### config.mk
export PLATFORM = sky130hd
export DESIGN_NAME = rtc_access_seq
export DESIGN_NICKNAME = d
export VERILOG_FILES = /design/src/rtl/rtc_access_seq.sv
export SDC_FILE = /design/constraint.sdc
export NUM_CORES = 1
export LEC_CHECK = 0
export BUFFER_PORTS_ARGS = -buffer_cell sky130_fd_sc_hd__buf_2
export CAP_MARGIN = 20
export CORE_UTILIZATION = 30
export DETAILED_ROUTE_END_ITERATION = 8
export PLACE_DENSITY = 0.58
export SETUP_SLACK_MARGIN = 0.5
export SYNTH_ARGS = -nofsm -noshare
export SYNTH_HDL_FRONTEND = slang
export SYNTH_SLANG_ARGS = --single-unit
### constraint.sdc
create_clock -name clk -period 4.6 [get_ports clk]
set_input_delay 1.38 -clock clk [delete_from_list [all_inputs] [get_ports clk]]
set_output_delay 1.38 -clock clk [all_outputs]
set_load 0.01 [all_outputs]
### src/rtl/rtc_access_seq.sv
// Register-access sequencer for the RTC bus: validates a request, opens the select
// window and drives timed read/write strobes, then pulses done with an error status.
module rtc_access_seq #(
   parameter int unsigned ADDR_W       = 8,
   parameter int unsigned ADDR_MIN     = 5,
   parameter int unsigned ADDR_MAX     = 7,
   parameter int unsigned SETUP_CYCLES = 1,
   parameter int unsigned RD_CYCLES    = 257,
   parameter int unsigned GAP_CYCLES   = 1,
   parameter int unsigned WR_CYCLES    = 256
) (
   input  logic              clk,
   input  logic              reset,
   input  logic              start,
   input  logic [1:0]        mode,
   input  logic [ADDR_W-1:0] addr_in,
   input  logic              abort,
   output logic [ADDR_W-1:0] addr_out,
   output logic              sel,
   output logic              rd,
   output logic              wr,
   output logic              busy,
   output logic              done,
   output logic              err
);

   localparam int unsigned MAX_SR  = (SETUP_CYCLES > RD_CYCLES) ? SETUP_CYCLES : RD_CYCLES;
   localparam int unsigned MAX_GW  = (GAP_CYCLES > WR_CYCLES) ? GAP_CYCLES : WR_CYCLES;
   localparam int unsigned MAX_LEN = (MAX_SR > MAX_GW) ? MAX_SR : MAX_GW;
   localparam int unsigned CNT_W   = $clog2(MAX_LEN) + 1;

   // Counter reload values: a phase of N cycles counts N-1 down to 0.
   localparam logic [CNT_W-1:0] SETUP_LD = CNT_W'(SETUP_CYCLES - 1);
   localparam logic [CNT_W-1:0] RD_LD    = CNT_W'(RD_CYCLES - 1);
   localparam logic [CNT_W-1:0] GAP_LD   = CNT_W'(GAP_CYCLES - 1);
   localparam logic [CNT_W-1:0] WR_LD    = CNT_W'(WR_CYCLES - 1);

   localparam logic [1:0] MODE_RD  = 2'b00;
   localparam logic [1:0] MODE_WR  = 2'b01;
   localparam logic [1:0] MODE_RMW = 2'b10;
   localparam logic [1:0] MODE_BAD = 2'b11;

   typedef enum logic [2:0] {
      S_IDLE,
      S_SETUP,
      S_READ,
      S_GAP,
      S_WRITE,
      S_DONE
   } state_t;

   state_t            state_q, state_d;
   logic [CNT_W-1:0]  cnt_q, cnt_d;
   logic [1:0]        mode_q, mode_d;
   logic [ADDR_W-1:0] addr_d;
   logic              err_d;
   logic              sel_d, rd_d, wr_d, busy_d, done_d;
   logic              legal_c;

   assign legal_c = (addr_in >= ADDR_W'(ADDR_MIN)) && (addr_in <= ADDR_W'(ADDR_MAX))
                    && (mode != MODE_BAD);

   // Next-state, counter and next-output logic
   always_comb begin
      state_d = state_q;
      cnt_d   = cnt_q;
      mode_d  = mode_q;
      addr_d  = addr_out;
      err_d   = err;

      unique case (state_q)
         S_IDLE: begin
            if (start) begin
               if (legal_c) begin
                  state_d = S_SETUP;
                  cnt_d   = SETUP_LD;
                  mode_d  = mode;
                  addr_d  = addr_in;
                  err_d   = 1'b0;
               end else begin
                  state_d = S_DONE;
                  cnt_d   = '0;
                  err_d   = 1'b1;
               end
            end
         end
         S_SETUP: begin
            if (abort) begin
               state_d = S_DONE;
               cnt_d   = '0;
               err_d   = 1'b1;
            end else if (cnt_q != '0) begin
               cnt_d = cnt_q - CNT_W'(1);
            end else if (mode_q == MODE_WR) begin
               state_d = S_WRITE;
               cnt_d   = WR_LD;
            end else begin
               state_d = S_READ;
               cnt_d   = RD_LD;
            end
         end
         S_READ: begin
            if (abort) begin
               state_d = S_DONE;
               cnt_d   = '0;
               err_d   = 1'b1;
            end else if (cnt_q != '0) begin
               cnt_d = cnt_q - CNT_W'(1);
            end else if (mode_q == MODE_RMW) begin
               state_d = S_GAP;
               cnt_d   = GAP_LD;
            end else begin
               state_d = S_DONE;
               cnt_d   = '0;
            end
         end
         S_GAP: begin
            if (abort) begin
               state_d = S_DONE;
               cnt_d   = '0;
               err_d   = 1'b1;
            end else if (cnt_q != '0) begin
               cnt_d = cnt_q - CNT_W'(1);
            end else begin
               state_d = S_WRITE;
               cnt_d   = WR_LD;
            end
         end
         S_WRITE: begin
            if (abort) begin
               state_d = S_DONE;
               cnt_d   = '0;
               err_d   = 1'b1;
            end else if (cnt_q != '0) begin
               cnt_d = cnt_q - CNT_W'(1);
            end else begin
               state_d = S_DONE;
               cnt_d   = '0;
            end
         end
         S_DONE: begin
            state_d = S_IDLE;
            cnt_d   = '0;
         end
         default: begin
            state_d = S_IDLE;
            cnt_d   = '0;
         end
      endcase

      // Outputs are decoded from the next state so they register in step with it
      sel_d  = (state_d == S_SETUP) || (state_d == S_READ) ||
               (state_d == S_GAP)   || (state_d == S_WRITE);
      rd_d   = (state_d == S_READ);
      wr_d   = (state_d == S_WRITE);
      busy_d = sel_d;
      done_d = (state_d == S_DONE);
   end

   always_ff @(posedge clk or posedge reset) begin
      if (reset) begin
         state_q  <= S_IDLE;
         cnt_q    <= '0;
         mode_q   <= MODE_RD;
         addr_out <= '0;
         err      <= 1'b0;
         sel      <= 1'b0;
         rd       <= 1'b0;
         wr       <= 1'b0;
         busy     <= 1'b0;
         done     <= 1'b0;
      end else begin
         state_q  <= state_d;
         cnt_q    <= cnt_d;
         mode_q   <= mode_d;
         addr_out <= addr_d;
         err      <= err_d;
         sel      <= sel_d;
         rd       <= rd_d;
         wr       <= wr_d;
         busy     <= busy_d;
         done     <= done_d;
      end
   end

endmodule

==> qor.csv <==
stage;metric;value;unit
final_layout;nets@finish;199;
grt;Overall Global Routing Usage;13.07;%
timing;final hold vios;0;
timing;final setup violation count;0;
synth;most numerous cell in the Yosys netlist;dfrtp_1;
final_layout;n_diodes;0;
clock_network;# hold bufs at CTS;0;
critical_path;endpoint class of the critical path;register;
clock_network;CTS Buf Count;3;
final_layout;area grow syn2layout;17.58;%
timing;Max Clock Freq;366.7;MHz
placement;hpwl dp;2490;um
synth;Synth Flop Type;dfrtp_1;
critical_path;Startpoint Class;primary input;
critical_path;crit path cell chain;buf_2 -> or4b_1 -> nor3_1 -> nand3_1 -> mux2_2;
timing;Setup Skew;0.006772;ns
clock_network;clk slew on worst S/H paths;0.10;ns
timing;setup TNS;0;ns
critical_path;CP Buf/Inv Count;1;
route;Iter 0 DRT Violations;47;
grt;vias in the first global route;1173;
synth;largest area contributor in the netlist;dfrtp_1;
die;I/O pin cnt;28;
clock_network;post-cts repair resize count;0;
critical_path;worst path required time;4.77;ns
run_status;status;complete, no violations;
hold_path;hold crit path type;reg -> reg;
final_layout;share of layout cells above drive strength 1;28.02;%
final_layout;area of the multi-input gates;759.5;um2
clock_network;CTS Buffer Depth;2;
placement;Port Buf Inserts;27;
synth;Synthesis Warnings;0;
route;DRC viols;0;
pwr;Peak VDD IR;187.4;uV
timing;Worst-Margin Slew;0.8400;ns
pwr;Leakage;0.8638;nW
die;Core Area;4848;um2
grt;first-pass GRT wire length;5485;um
pwr;Power Total;1.139;mW
grt;Remaining Overflow, GRT;0;
critical_path;kind of critical path;in -> reg;
flow_run;# Max-Cap Violations;0;
synth;Synth area leaders;dfrtp_1, a21oi_1, mux2_2;
timing;unrepaired setup endpoints after global routing;false;
synth;Post-Synthesis Cells;156;
final_layout;final instance area;1824;um2
route;Pre-Repair DR Iteration Count;4;
grt;initial antenna violation count;0;
clock_network;CTS tree;done;
timing;Slew headroom;43.54;%
die;num rows;25;
timing;Slew Limit Fails;0;
final_layout;fill count;502;
timing;worst hold slack;0.4745;ns
synth;synthesis-stage register bit count;28;
synth;syn avg cell area;9.945;um2
synth;top cell type's share of synthesized area;45.16;%
placement;Placed Cells;244;
synth;Synth cell types;48;
synth;most frequent cells after synthesis;dfrtp_1, a21oi_1, inv_1, nor2_1, nand2_1;
die;die height;73.92;um
final_layout;final core utilization;37.63;%
placement;Area after DPL;1748;um2
die;die area;5463;um2
clock_network;Post-CTS Setup Inserts;0;
placement;pre-CTS setup slack;1.561;ns
route;post-route ant nets;0;
die;Die Wd;73.92;um
synth;Post-Syn Area;1551;um2
critical_path;crit-path max cell delay;0.54;ns
clock_network;clock root buffer master;clkbuf_8;
clock_network;clk sinks;28;
timing;final setup margin;1.873;ns
synth;Post-synth EDFFs;0;
critical_path;Worst EP arrival;2.90;ns
final_layout;sequential cell area;700.7;um2
pwr;pwr/cell area;624.2;nW/um2
clock_network;Clk Latency, worst-skew pair;0.28;ns
synth;Post-synth ARST share;100.0;%
grt;largest net degree at the start of global routing;17;
route;DRT Wirelength;3292;um
timing;period utilization;59.28;%
critical_path;critical-path maximum fanout;11;
timing;Tmin final;2.727;ns
route;Avg WL per Cell;13.22;um
route;drt via density;4.936;
die;Initial Util;32.00;%
critical_path;highest-delay cell along the critical path;or4b_1;
synth;post-synthesis sequential area ratio;45.16;%
final_layout;Layout Cells excl Fill;249;
synth;syn_nets;172;
critical_path;Top Family by Delay on Critical Path;simple AND/OR/NAND/NOR gates;
clock_network;CTS H-tree depth;1;
placement;gpl congestion;0.7849;
route;via count;1229;
-- sequential cells by signal, summed over array words and instances (netlist names) --
signal,count
cnt_q,10
addr_out,8
state_q,3
mode_q,2
busy,1
done,1
err,1
rd,1
wr,1
-- logic make-up after synthesis --
family	Yosys count	share of synthesized area [%]
AND/OR/NAND/NOR	55	21.86
AO/OA/AOI/OAI	47	21.37
flip-flops	28	45.16
buffers and inverters	18	5.887
multiplexers	5	3.548
adder cells (fa/ha/maj)	2	1.613
XOR/XNOR	1	0.5646
-- placed cells by master (no fill, tap or decap), types with 2 or more instances in the layout --
cell type   n
o21ai_0     7
nand2_1     8
o21ai_1     2
a21oi_2     2
a21oi_1    11
nor2_1     11
nor3_1      5
and2_1      6
mux2_2      4
ha_1        2
clkbuf_8    3
a31oi_1     2
nand2b_1    6
a22o_1      5
buf_2      27
o22ai_1     4
o21a_1      2
inv_1      11
dfrtp_1    28
o31ai_1     2
nor2b_1     4
nor4_2      2
-- where the power goes --
| group | switching [mW] | internal (mW) |
|---|---|---|
| logic | 0.312 | 0.251 |
| clock network | 0.0827 | 0.117 |
| registers | 0.0743 | 0.302 |
-- layout make-up --
class / instances / area share [%]
multi-input combinational: 110 / 41.63
sequential: 28 / 38.41
timing repair buffer: 29 / 9.191
tap: 67 / 4.595
clock buffer: 3 / 2.263
inverter: 11 / 2.263
clock inverter: 1 / 1.646
-- path summary, 6_finish.rpt --
kind                                   from          end  slack [ns]  cells past startpoint
worst max-delay path             addr_in[4]    mode_q[1]        1.87                      5
worst min-delay path            addr_out[2]  addr_out[2]        0.47                      1
worst max register to register     cnt_q[0]     cnt_q[3]        2.44                      7
worst min register to register  addr_out[2]  addr_out[2]        0.47                      1
max in group asynchronous             reset  addr_out[0]        2.95                      3
min in group asynchronous             reset           rd        1.16                      2
-- metal layers --
layer  part of all wire, %  vias to the layer above  track usage (%)  wire length [um]
met1                    49                      592            18.21              1628
met3                   1.9                        2            1.646                61
met2                    48                       18            20.91              1568
met5                     0                        -                0                 0
met4                   1.0                        0            4.487                34
li1                      -                      617                -                 -
Note: power is estimated with default switching activity, not from simulation.
